[config.mk]
export PLATFORM = sky130hd
export DESIGN_NAME = lcd_controller
export DESIGN_NICKNAME = d
export VERILOG_FILES = /design/src/rtl/lcd_controller.sv
export SDC_FILE = /design/constraint.sdc
export NUM_CORES = 1
export LEC_CHECK = 0
export ABC_AREA = 1
export CORE_ASPECT_RATIO = 1.75
export CORE_UTILIZATION = 45
export CTS_CLUSTER_SIZE = 40
export DETAILED_ROUTE_END_ITERATION = 8
export GPL_TIMING_DRIVEN = 0
export PLACE_DENSITY = 0.7
export SYNTH_ARGS = -nofsm -noshare
export SYNTH_HDL_FRONTEND = slang
export SYNTH_SLANG_ARGS = --single-unit
[constraint.sdc]
create_clock -name clock -period 5.39 [get_ports clock]
set_clock_uncertainty 0.2 [all_clocks]
set_input_delay 1.078 -clock clock [delete_from_list [all_inputs] [get_ports clock]]
set_output_delay 1.078 -clock clock [all_outputs]
set_load 0.01 [all_outputs]
[src/rtl/lcd_controller.sv]
// HD44780 16x2 character LCD controller: power-up init, enable strobes and wait timing.
// Optional LCD_ADDR_SKIP_EN tracks the LCD cursor and omits redundant set-address writes.
module lcd_controller #(
    parameter int EN_CYCLES    = 25,
    parameter int CMD_WAIT     = 2000,
    parameter int CLEAR_WAIT   = 82000,
    parameter int POWERUP_WAIT = 750000
) (
    input  logic       clock,
    input  logic       reset,
    input  logic       cmd_valid,
    input  logic       cmd_clear,
    input  logic [4:0] cmd_pos,
    input  logic [7:0] cmd_char,
    output logic       cmd_ready,
    output logic [7:0] lcd_data,
    output logic       lcd_rs,
    output logic       lcd_rw,
    output logic       lcd_en,
    output logic       lcd_on,
    output logic [4:0] dbg_state_o
);

    // Handshake: a command transfers on a rising edge where cmd_valid && cmd_ready;
    // cmd_* inputs are sampled only on that edge and cmd_ready is high only in IDLE.

    localparam int MAX_A   = (EN_CYCLES > CMD_WAIT) ? EN_CYCLES : CMD_WAIT;
    localparam int MAX_B   = (CLEAR_WAIT > POWERUP_WAIT) ? CLEAR_WAIT : POWERUP_WAIT;
    localparam int CNT_MAX = (MAX_A > MAX_B) ? MAX_A : MAX_B;
    localparam int CW      = $clog2(CNT_MAX + 1);

    localparam logic [CW-1:0] EN_LAST  = CW'(EN_CYCLES - 1);
    localparam logic [CW-1:0] CMD_LAST = CW'(CMD_WAIT - 1);
    localparam logic [CW-1:0] CLR_LAST = CW'(CLEAR_WAIT - 1);
    localparam logic [CW-1:0] PWR_LAST = CW'(POWERUP_WAIT - 1);

    typedef enum logic [2:0] {
        S_POWERUP, S_INIT, S_IDLE, S_CLEAR, S_SET_ADDR, S_WRITE_DATA
    } state_t;

    typedef enum logic [1:0] {
        P_SETUP, P_PULSE, P_WAIT
    } phase_t;

    state_t        state_q;
    phase_t        phase_q;
    logic [CW-1:0] cnt_q;
    logic [1:0]    init_idx_q;
    logic [7:0]    char_q;
    logic          cmd_ready_q;
    logic [7:0]    lcd_data_q;
    logic          lcd_rs_q;
    logic          lcd_en_q;
    logic          lcd_on_q;

    logic          is_clear_txn;
    logic [CW-1:0] wait_last;
    logic          txn_done;
    logic          accept;
    logic [7:0]    addr_byte;
    logic          skip_addr;

    function automatic logic [7:0] init_byte(input logic [1:0] idx);
        case (idx)
            2'd0:    init_byte = 8'h38;
            2'd1:    init_byte = 8'h0C;
            2'd2:    init_byte = 8'h01;
            default: init_byte = 8'h06;
        endcase
    endfunction

    // The clear instruction is recognised from the bus itself so INIT and CLEAR share it.
    assign is_clear_txn = !lcd_rs_q && (lcd_data_q == 8'h01);
    assign wait_last    = is_clear_txn ? CLR_LAST : CMD_LAST;
    assign txn_done     = (state_q != S_POWERUP) && (state_q != S_IDLE) &&
                          (phase_q == P_WAIT) && (cnt_q == wait_last);
    assign accept       = (state_q == S_IDLE) && cmd_valid && cmd_ready_q;
    // Line 1 maps to 0x00+pos, line 2 to 0x40+(pos-16); bit 4 of pos selects the line.
    assign addr_byte    = {1'b1, cmd_pos[4], 2'b00, cmd_pos[3:0]};

`ifdef LCD_ADDR_SKIP_EN
    logic [4:0] cur_q;
    logic       cur_ok_q;
    logic [4:0] pos_q;

    assign skip_addr = cur_ok_q && (cur_q == cmd_pos);

    always_ff @(posedge clock or negedge reset) begin
        if (!reset) begin
            cur_q    <= 5'd0;
            cur_ok_q <= 1'b0;
            pos_q    <= 5'd0;
        end else begin
            if (accept) begin
                pos_q <= cmd_pos;
            end
            if (txn_done && is_clear_txn) begin
                cur_q    <= 5'd0;
                cur_ok_q <= 1'b1;
            end else if (txn_done && (state_q == S_WRITE_DATA)) begin
                // Past the end of a line the LCD cursor lands on a non-visible address.
                if (pos_q[3:0] == 4'hF) begin
                    cur_ok_q <= 1'b0;
                end else begin
                    cur_q    <= pos_q + 5'd1;
                    cur_ok_q <= 1'b1;
                end
            end
        end
    end
`else
    assign skip_addr = 1'b0;
`endif

    always_ff @(posedge clock or negedge reset) begin
        if (!reset) begin
            state_q     <= S_POWERUP;
            phase_q     <= P_SETUP;
            cnt_q       <= '0;
            init_idx_q  <= 2'd0;
            char_q      <= 8'h00;
            cmd_ready_q <= 1'b0;
            lcd_data_q  <= 8'h00;
            lcd_rs_q    <= 1'b0;
            lcd_en_q    <= 1'b0;
            lcd_on_q    <= 1'b1;
        end else begin
            lcd_on_q <= 1'b1;
            case (state_q)
                S_POWERUP: begin
                    if (cnt_q == PWR_LAST) begin
                        cnt_q      <= '0;
                        state_q    <= S_INIT;
                        phase_q    <= P_SETUP;
                        init_idx_q <= 2'd0;
                        lcd_data_q <= init_byte(2'd0);
                        lcd_rs_q   <= 1'b0;
                    end else begin
                        cnt_q <= cnt_q + CW'(1);
                    end
                end
                S_IDLE: begin
                    if (accept) begin
                        cmd_ready_q <= 1'b0;
                        phase_q     <= P_SETUP;
                        cnt_q       <= '0;
                        char_q      <= cmd_char;
                        if (cmd_clear) begin
                            state_q    <= S_CLEAR;
                            lcd_data_q <= 8'h01;
                            lcd_rs_q   <= 1'b0;
                        end else if (skip_addr) begin
                            state_q    <= S_WRITE_DATA;
                            lcd_data_q <= cmd_char;
                            lcd_rs_q   <= 1'b1;
                        end else begin
                            state_q    <= S_SET_ADDR;
                            lcd_data_q <= addr_byte;
                            lcd_rs_q   <= 1'b0;
                        end
                    end
                end
                default: begin
                    case (phase_q)
                        P_SETUP: begin
                            phase_q  <= P_PULSE;
                            lcd_en_q <= 1'b1;
                            cnt_q    <= '0;
                        end
                        P_PULSE: begin
                            if (cnt_q == EN_LAST) begin
                                phase_q  <= P_WAIT;
                                lcd_en_q <= 1'b0;
                                cnt_q    <= '0;
                            end else begin
                                cnt_q <= cnt_q + CW'(1);
                            end
                        end
                        P_WAIT: begin
                            if (cnt_q == wait_last) begin
                                cnt_q   <= '0;
                                phase_q <= P_SETUP;
                                if (state_q == S_INIT && init_idx_q != 2'd3) begin
                                    init_idx_q <= init_idx_q + 2'd1;
                                    lcd_data_q <= init_byte(init_idx_q + 2'd1);
                                    lcd_rs_q   <= 1'b0;
                                end else if (state_q == S_SET_ADDR) begin
                                    state_q    <= S_WRITE_DATA;
                                    lcd_data_q <= char_q;
                                    lcd_rs_q   <= 1'b1;
                                end else begin
                                    state_q     <= S_IDLE;
                                    cmd_ready_q <= 1'b1;
                                end
                            end else begin
                                cnt_q <= cnt_q + CW'(1);
                            end
                        end
                        default: begin
                            phase_q <= P_SETUP;
                        end
                    endcase
                end
            endcase
        end
    end

    assign cmd_ready   = cmd_ready_q;
    assign lcd_data    = lcd_data_q;
    assign lcd_rs      = lcd_rs_q;
    assign lcd_rw      = 1'b0;
    assign lcd_en      = lcd_en_q;
    assign lcd_on      = lcd_on_q;
    assign dbg_state_o = {state_q, phase_q};

endmodule

==> impl.org, run 1 <==
** Routing
- After detailed routing, the number of remaining DRC violations is 0.
- After detailed routing, the number of vias per cell comes to 5.071.
- The first detailed-routing pass ran for 5 iterations.
- Count of vias placed by the detailed router :: 2647
- After the first detailed-routing iteration, the DRC count stood at 115.
- The count of nets left with antenna violations once routing finished came out at 0.
- Average wire per cell in the routed design :: 13.95 um
- Wires add up to 7281 um.

** Clock network
- Clock-pin slew was measured on the worst setup and hold paths at 0.09 ns.
- TritonCTS built the clock tree.
- The tree built by TritonCTS fans out to 46 sinks.
- At the later pin of the worst-skew pair, clock insertion delay measures 0.31 ns.
- CTS root buf :: clkbuf_8
- The number of clock buffers added by TritonCTS is 5.
- No sink is reached through more buffers than the 2 on the longest clock path.
- Number of gates resized after cts :: 0
- In this run the post-CTS setup repair buffer count came out at 0.
- The H-tree was split into 2 levels.
- After clock tree synthesis, the flow added hold-fix buffers numbering 0.

** Yosys
- Yosys attributes the largest share of cell area to dfrtp_1, nand2_1, inv_1.
- During synthesis, Yosys emitted a total of 0 warnings.
- Leading cell types by count after synthesis :: nand2_1, dfrtp_1, inv_1, nor2_1, nand3_1
- Cell taking the most area after synthesis :: dfrtp_1
- Synth top area share :: 38.87%
- Net Count, Synth :: 427
- Each instance of the synthesized netlist takes up on average 7.386 um^2.
- In this run, distinct cell masters in the synthesized netlist total 36.
- Number of flops mapped to enable cells by yosys :: 0
- The cell area that synthesis handed to floorplanning was 2962 um^2.
- Async set or reset register ratio after synthesis :: 100.0%
- Of the synthesized area, sequential elements account for 38.87%.
- The most used flip-flop cell after synthesis is dfrtp_1.
- Synthesis-stage register bit count :: 46
- Among all cell types in the netlist, the one instantiated most often is nand2_1.
- Number of instances in the synthesized netlist :: 401

** Placed design
- Routability-driven placement finished with a final weighted congestion of 0.9134.
- Half-perimeter wire length after detailed placement :: 5797 um
- Including well taps, the total number of placed cells is 514.
- Count of input and output buffers :: 32

** Critical path
- In this run the critical register-to-register path is captured at cnt_q[11].
- Kind of critical path :: flop to output pin
- Largest fanout on the critical path :: 6
- R2r setup slk :: 2.76 ns
- Among all stages on the critical path, the largest delay is contributed by clkdlybuf4s50_1.
- The number of buffers and inverters on the critical path is 1.
- Cell family with the largest share of critical-path delay :: buffers and inverters
- Arrival time reported for the critical path endpoint :: 1.37 ns
- Path depth of the worst reg2reg path :: 11
- In this run the critical register-to-register path is launched from cnt_q[0].
- Launching element type of the critical path :: flop
- STA puts the critical path data required time at 4.11 ns.
- List of cells traversed by the critical path :: clkdlybuf4s50_1
- Largest incremental delay on the critical path :: 0.58 ns
- Crit end category :: output pin

** Power
- In this run the static leakage power is 1.679 nW.
- Maximum VDD drop :: 0.0001436 V
- Dividing total power by cell area gives a power density of 178.2 nW/um^2.
- Post-layout power :: 0.0006246 W

** Finish
- The filler cells instantiated in the layout total 642.
- Measured on the finished design, the core utilization comes to 55.86%.
- Compared with the post-synthesis result, the final layout area differs by 18.38%.
- The multi-input combinational cells in the finished layout cover a total of 1558 um^2.
- Sequential cell area in the final layout :: 1151 um^2
- After the flow finishes, the layout carries non-filler instances totaling 522.
- Net count, final :: 467
- Diode count :: 0
- In the final layout, the share of cells above drive strength 1 is 10.63%.

** Floorplanning
- I/O pin total :: 35
- The floorplan step defined a die boundary enclosing 6922 um^2.
- Die Ht :: 109.3 um
- In this run the core area contains 38 standard-cell rows.
- Starting utilization of the core area :: 47.19%
- Die Wd :: 63.33 um
- Core region area :: 6276 um^2

** Outcome
- Run status :: finished, final reports clean

** STA
- The clock period could shrink to 2.646 ns.
- The final critical path takes up 49.10% of the cycle.
- Hold Violations, Final :: 0
- Setup TNS :: 0 ns
- Upper clock frequency limit :: 377.9 MHz
- The count of final max-slew check failures is 0.
- Setup repair after global routing left no endpoint under its margin.
- Setup violations remaining at the end of the flow were counted as 0.

** GRT
- The initial antenna violation count was 0.
- Total global routing track utilization :: 23.18%
- Entering global routing, the biggest net connects 31 pins.
- Global-route congestion overflow total :: 0
- The first global-routing pass estimated 12290 um of wire.
- The number of global-route vias before repair was 2550.

** Min path
- Path type of the worst min-delay path :: flop to flop
- The path with the worst hold slack has its endpoint at char_q[1].
- Counting instances, the worst hold path has a depth of 2.
- The worst hold path begins at char_q[1].

** Flow run
- Across the run, the number of max-cap violations was 0.
## through the flow
stage / worst slack [ns] / cell area (um^2) / hold WS [ns]
after global placement: 1.719 / 3382 / 0.2637
final: 2.744 / 3506 / 0.2880
after global routing: 2.555 / 3506 / 0.3016
after CTS: 2.728 / 3506 / 0.2904
after floorplan: 3.202 / 2962 / 0.2492
after detailed placement: 2.537 / 3397 / 0.2654
## registers in the layout, summed over array words and instances, names as in the netlist
signal,cells
phase_q,2
cnt_q,20
lcd_data,8
cmd_ready,1
lcd_en,1
lcd_rs,1
state_q,3
char_q,8
init_idx_q,2
## cell type report
type | count | area share (%)
sequential | 46 | 32.83
multi-input combinational | 294 | 44.43
timing repair buffer | 33 | 9.565
tap | 80 | 2.855
clock inverter | 3 | 1.142
inverter | 49 | 5.246
buffer | 12 | 1.963
clock buffer | 5 | 1.963
## per-layer routing
metal	part of all wire, %	vias up	track usage (%)
met4	4.1	0	12.66
li1	-	1355	-
met1	37	1220	24.03
met3	2.6	17	2.593
met5	0	-	0
met2	56	55	44.45
## cells in the final DEF, fill, tap and decap left out, types with 4 or more instances in the layout
cell type,synthesis,routed
a21oi_1,5,5
clkbuf_1,7,7
clkbuf_8,0,5
clkdlybuf4s50_1,0,31
dfrtp_1,46,46
ha_1,9,9
inv_1,46,46
nand2_1,120,120
nand3_1,24,24
nand4_1,7,7
nor2_1,40,40
nor3_1,9,9
nor4_1,4,4
o21ai_0,20,20
o21ai_2,17,17
xor2_1,12,12
## worst max-delay path by stage
| stage | start | slack (ns) | depth (start not counted) | end |
|---|---|---|---|---|
| 5_1_grt | cnt_q[0] | 2.55 | 11 | cnt_q[7] |
| 3_3_place_gp | reset | 1.72 | 1 | state_q[2] |
| 3_5_place_dp | cmd_valid | 2.54 | 8 | cnt_q[7] |
| 4_1_cts | cnt_q[0] | 2.73 | 11 | cnt_q[7] |
| 2_1_floorplan | cmd_valid | 3.20 | 7 | lcd_data[6] |
| 6_report | state_q[1] | 2.74 | 1 | dbg_state_o[3] |
## where the power goes
group | internal [W] | total [W] | switching [W]
sequential | 0.000345 | 0.000345 | 0
combinational | 0.0000121 | 0.0000218 | 0.00000976
clock | 0.000137 | 0.000258 | 0.000121
## logic make-up (layout without fill, tap and decap cells)
logic type / count (synthesis) / after routing / share of synthesized area [%]
flops: 46 / 46 / 38.87
simple gates: 214 / 214 / 31.18
fa+ha+maj: 9 / 9 / 3.802
xor+xnor: 14 / 14 / 4.140
other cells: 2 / 2 / 0.2536
buf+inv: 61 / 102 / 8.534
compound gates: 55 / 55 / 13.22
Note: power is estimated with default switching activity, not from simulation.
==> run 2, diff against run 1 <==
PLACE_DENSITY = 0.73   (was 0.7)
clock period = 2.4 ns   (was 5.39 ns; I/O delays follow)
==> run 2 against run 1 <==
Effect of this change: global-route usage grew 0.13 points; combinational power up 130%; setup slack lost 2.7 ns; die area stayed put; wire length up 2.2%; register-to-register slack worse by 2.7 ns; clock power increased by 91%; final cell count grew 0.19%; non-clock buffer count rose by 1; via count rose by 1.9%; count of clock-buffer cells in the layout unchanged; critical path depth is 7 higher; largest cell class unchanged; highest routed layer unchanged.
==> impl.org, run 2 (synthesized netlist as in run 1, its figures left out) <==
** Critical path
- The worst setup path is of the flop to flop kind.
- At the worst endpoint, the required time is 2.45 ns.
- Launching element type of the critical path :: flop
- Endpoint of the lowest-slack register-to-register path :: cnt_q[19]
- Largest fanout on the critical path :: 10
- Slowest cell on the critical path :: dfrtp_1
- The number of cells on the worst reg-to-reg path is 8.
- List of cells traversed by the critical path :: nor2_4 > inv_1 > nor2_2 > nand2_1 > a21oi_1 > nand2_2 > buf_6 > o21ai_2
- Largest incremental delay on the critical path :: 0.45 ns
- Crit end category :: flop
- For flop-to-flop paths, the worst setup slack is 0.09 ns.
- Arrival time reported for the critical path endpoint :: 2.36 ns
- The startpoint identified for the worst register-to-register timing path is state_q[0].

** GRT
- The number of global-route vias before repair is 2723.
- The first global-routing pass estimated 12240 um of wire.
- Global-route congestion overflow total :: 0
- The initial antenna violation count was 0.
- Pin count of the biggest net entering global routing :: 31
- In the global route stage, overall resource usage came out at 23.31%.

** Routing
- Number of DRC markers after the initial detailed-route iteration :: 152
- Remaining antenna violation count :: 0
- Before antenna repair, the detailed router went through 4 iterations.
- Average wire per cell in the routed design :: 14.23 um
- Wires add up to 7443 um.
- Drt drc :: 0
- Count of vias placed by the detailed router :: 2696
- After detailed routing, the number of vias per cell comes to 5.155.

** Floorplanning
- In this run the vertical extent of the chip is 109.3 um.
- The floorplan has 38 rows.
- The die covers 6922 um^2.
- Starting utilization of the core area :: 47.19%
- Core region area :: 6276 um^2
- Measured along the x axis, the die boundary spans 63.33 um.
- 35 I/O pins were placed.

** Min path
- Path type of the worst min-delay path :: flop to flop
- WHS Endpoint :: char_q[2]
- The worst hold path begins at char_q[2].
- The worst hold path was traced through 2 stages.

** Finish
- For this run, the post-layout net count is 468.
- cnt_q holds more flip-flops than any other register.
- Relative to the synthesized area, the layout overhead comes to 19.56%.
- Across the whole layout, storage elements account for 1155 um^2.
- In the final layout, the multi-input gates occupy 1589 um^2.
- After routing the design area is 3541 um^2.
- The library cell used most frequently in the layout, excluding fill and tap cells, is nand2_1.
- Diode count :: 0
- Fill cell instance count of the final layout :: 646
- Commonest cells after routing, fill and taps aside :: nand2_1, inv_1, dfrtp_1
- The register with the most flip-flops in the layout has 20 of them.
- Of the cells placed in the final design, the portion with a size suffix greater than 1 is 13.09%.

** Power
- Psw :: 0.0003104 W
- Internal power consumption :: 0.001007 W
- Combinational share of power :: 3.9%
- Power spread over the standard cell area amounts to 372.2 nW/um^2.
- Fraction of power consumed by sequential logic :: 58.7%
- Switching portion of total power :: 23.55%
- Clk pwr share :: 37.4%
- The analysis attributes to cell leakage a power of 1.677 nW.
- Maximum VDD drop :: 0.0003905 V

** Clock network
- Clk_lat worst skew :: 0.31 ns
- TritonCTS built the clock tree.
- Number of buffers created by CTS :: 5
- Register clock-pin slew on the reported worst setup and hold paths :: 0.09 ns
- The root buffer cell chosen for the clock tree is clkbuf_8.
- CTS H-tree depth :: 2
- For this design, the sink count on the clock tree is 46.
- Clk buf depth :: 2

** Placed design
- Before CTS, the worst setup slack after placement is -0.1570 ns.
- The HPWL after detailed placement is 5902 um.
- In this run the cell area measured after placement is 3397 um^2.
- The congestion estimate from routability-driven global placement came to 0.9262.
- Count of input and output buffers :: 32

** STA
- Setup-failing EPs final :: 0
- Setup repair after global routing missed its margin :: yes
- Across all setup checks in the final design, the least slack found is 0.09005 ns.
- The final critical path takes up 96.25% of the cycle.
- Min Clock Period, post-route :: 2.310 ns
- Hold Violations, Final :: 0
- Final Slew Violations :: 0
- Upper clock frequency limit :: 432.9 MHz
- Summed over all failing endpoints, the final setup total negative slack is 0 ns.

** Flow run
- Max-cap check violation count :: 0

** Outcome
- The run finished with clean final reports.
==> run 2: worst max-delay path by stage <==
stage,start,cells after the start,end
final,state_q[0],8,cnt_q[19]
after global routing,state_q[0],8,cnt_q[8]
after CTS,cnt_q[0],11,cnt_q[19]
after detailed placement,cnt_q[0],11,cnt_q[19]
after global placement,reset,1,state_q[1]
after floorplan,cnt_q[0],9,lcd_data[6]
==> run 2: through the flow <==
| stage | hold WS, ns | cells | total power [W] | util (%) |
|---|---|---|---|---|
| 2_1_floorplan | -0.01559 | 401 | 0.0007949 | - |
| 3_3_place_gp | 0.2639 | 513 | 0.0008369 | 53.89 |
| 3_5_place_dp | 0.2427 | 514 | 0.0008407 | 54.13 |
| 4_1_cts | 0.2901 | 523 | 0.001340 | 55.94 |
| 5_1_grt | 0.3148 | 523 | 0.001369 | 56.42 |
| 6_report | 0.2861 | 523 | 0.001318 | 56.42 |
==> run 2: what timing repair did <==
item	4_1_cts	5_1_grt
pin swaps	0	1
cloned	0	0
setup buffers	0	2
endpoints found under the hold margin	16	0
setup endpoints to repair	22	24
hold buffers	1	0
resized for setup	4	7
==> run 2: final cells by class <==
| cell class | instances | area share (%) |
|---|---|---|
| multi-input cells | 294 | 44.88 |
| flip-flops and latches | 46 | 32.61 |
| repair buffers | 36 | 10.18 |
| inverters | 49 | 5.194 |
| well taps | 80 | 2.827 |
| clock buffers | 5 | 1.943 |
| plain buffers | 10 | 1.767 |
| clock inverters | 3 | 0.6007 |
==> run 2: worst max-delay path, delay by kind of cell, from the launching register on <==
family / cells / cell delay (ns)
and+or+nand+nor: 4 / 0.85
buffers and inverters: 2 / 0.36
AOI/OAI and AO/OA: 2 / 0.39
DFF: 1 / 0.45
==> run 2: metal layers <==
layer  track usage (%)  wire (um)  vias to the layer above
met5                 0          0                        -
met4             14.29        344                        0
met3             3.423        199                       24
met2             45.21       4214                       59
met1             22.57       2686                     1263
li1                  -          -                     1350
==> run 2: power by group through the flow <==
stage | sequential (W) | combinational, W | clock [W]
6_report | 0.000774 | 0.0000508 | 0.000493
5_1_grt | 0.000774 | 0.0000566 | 0.000538
4_1_cts | 0.000774 | 0.0000523 | 0.000514
3_5_place_dp | 0.000790 | 0.0000510 | 0
3_3_place_gp | 0.000790 | 0.0000471 | 0
2_1_floorplan | 0.000790 | 0.00000496 | 0
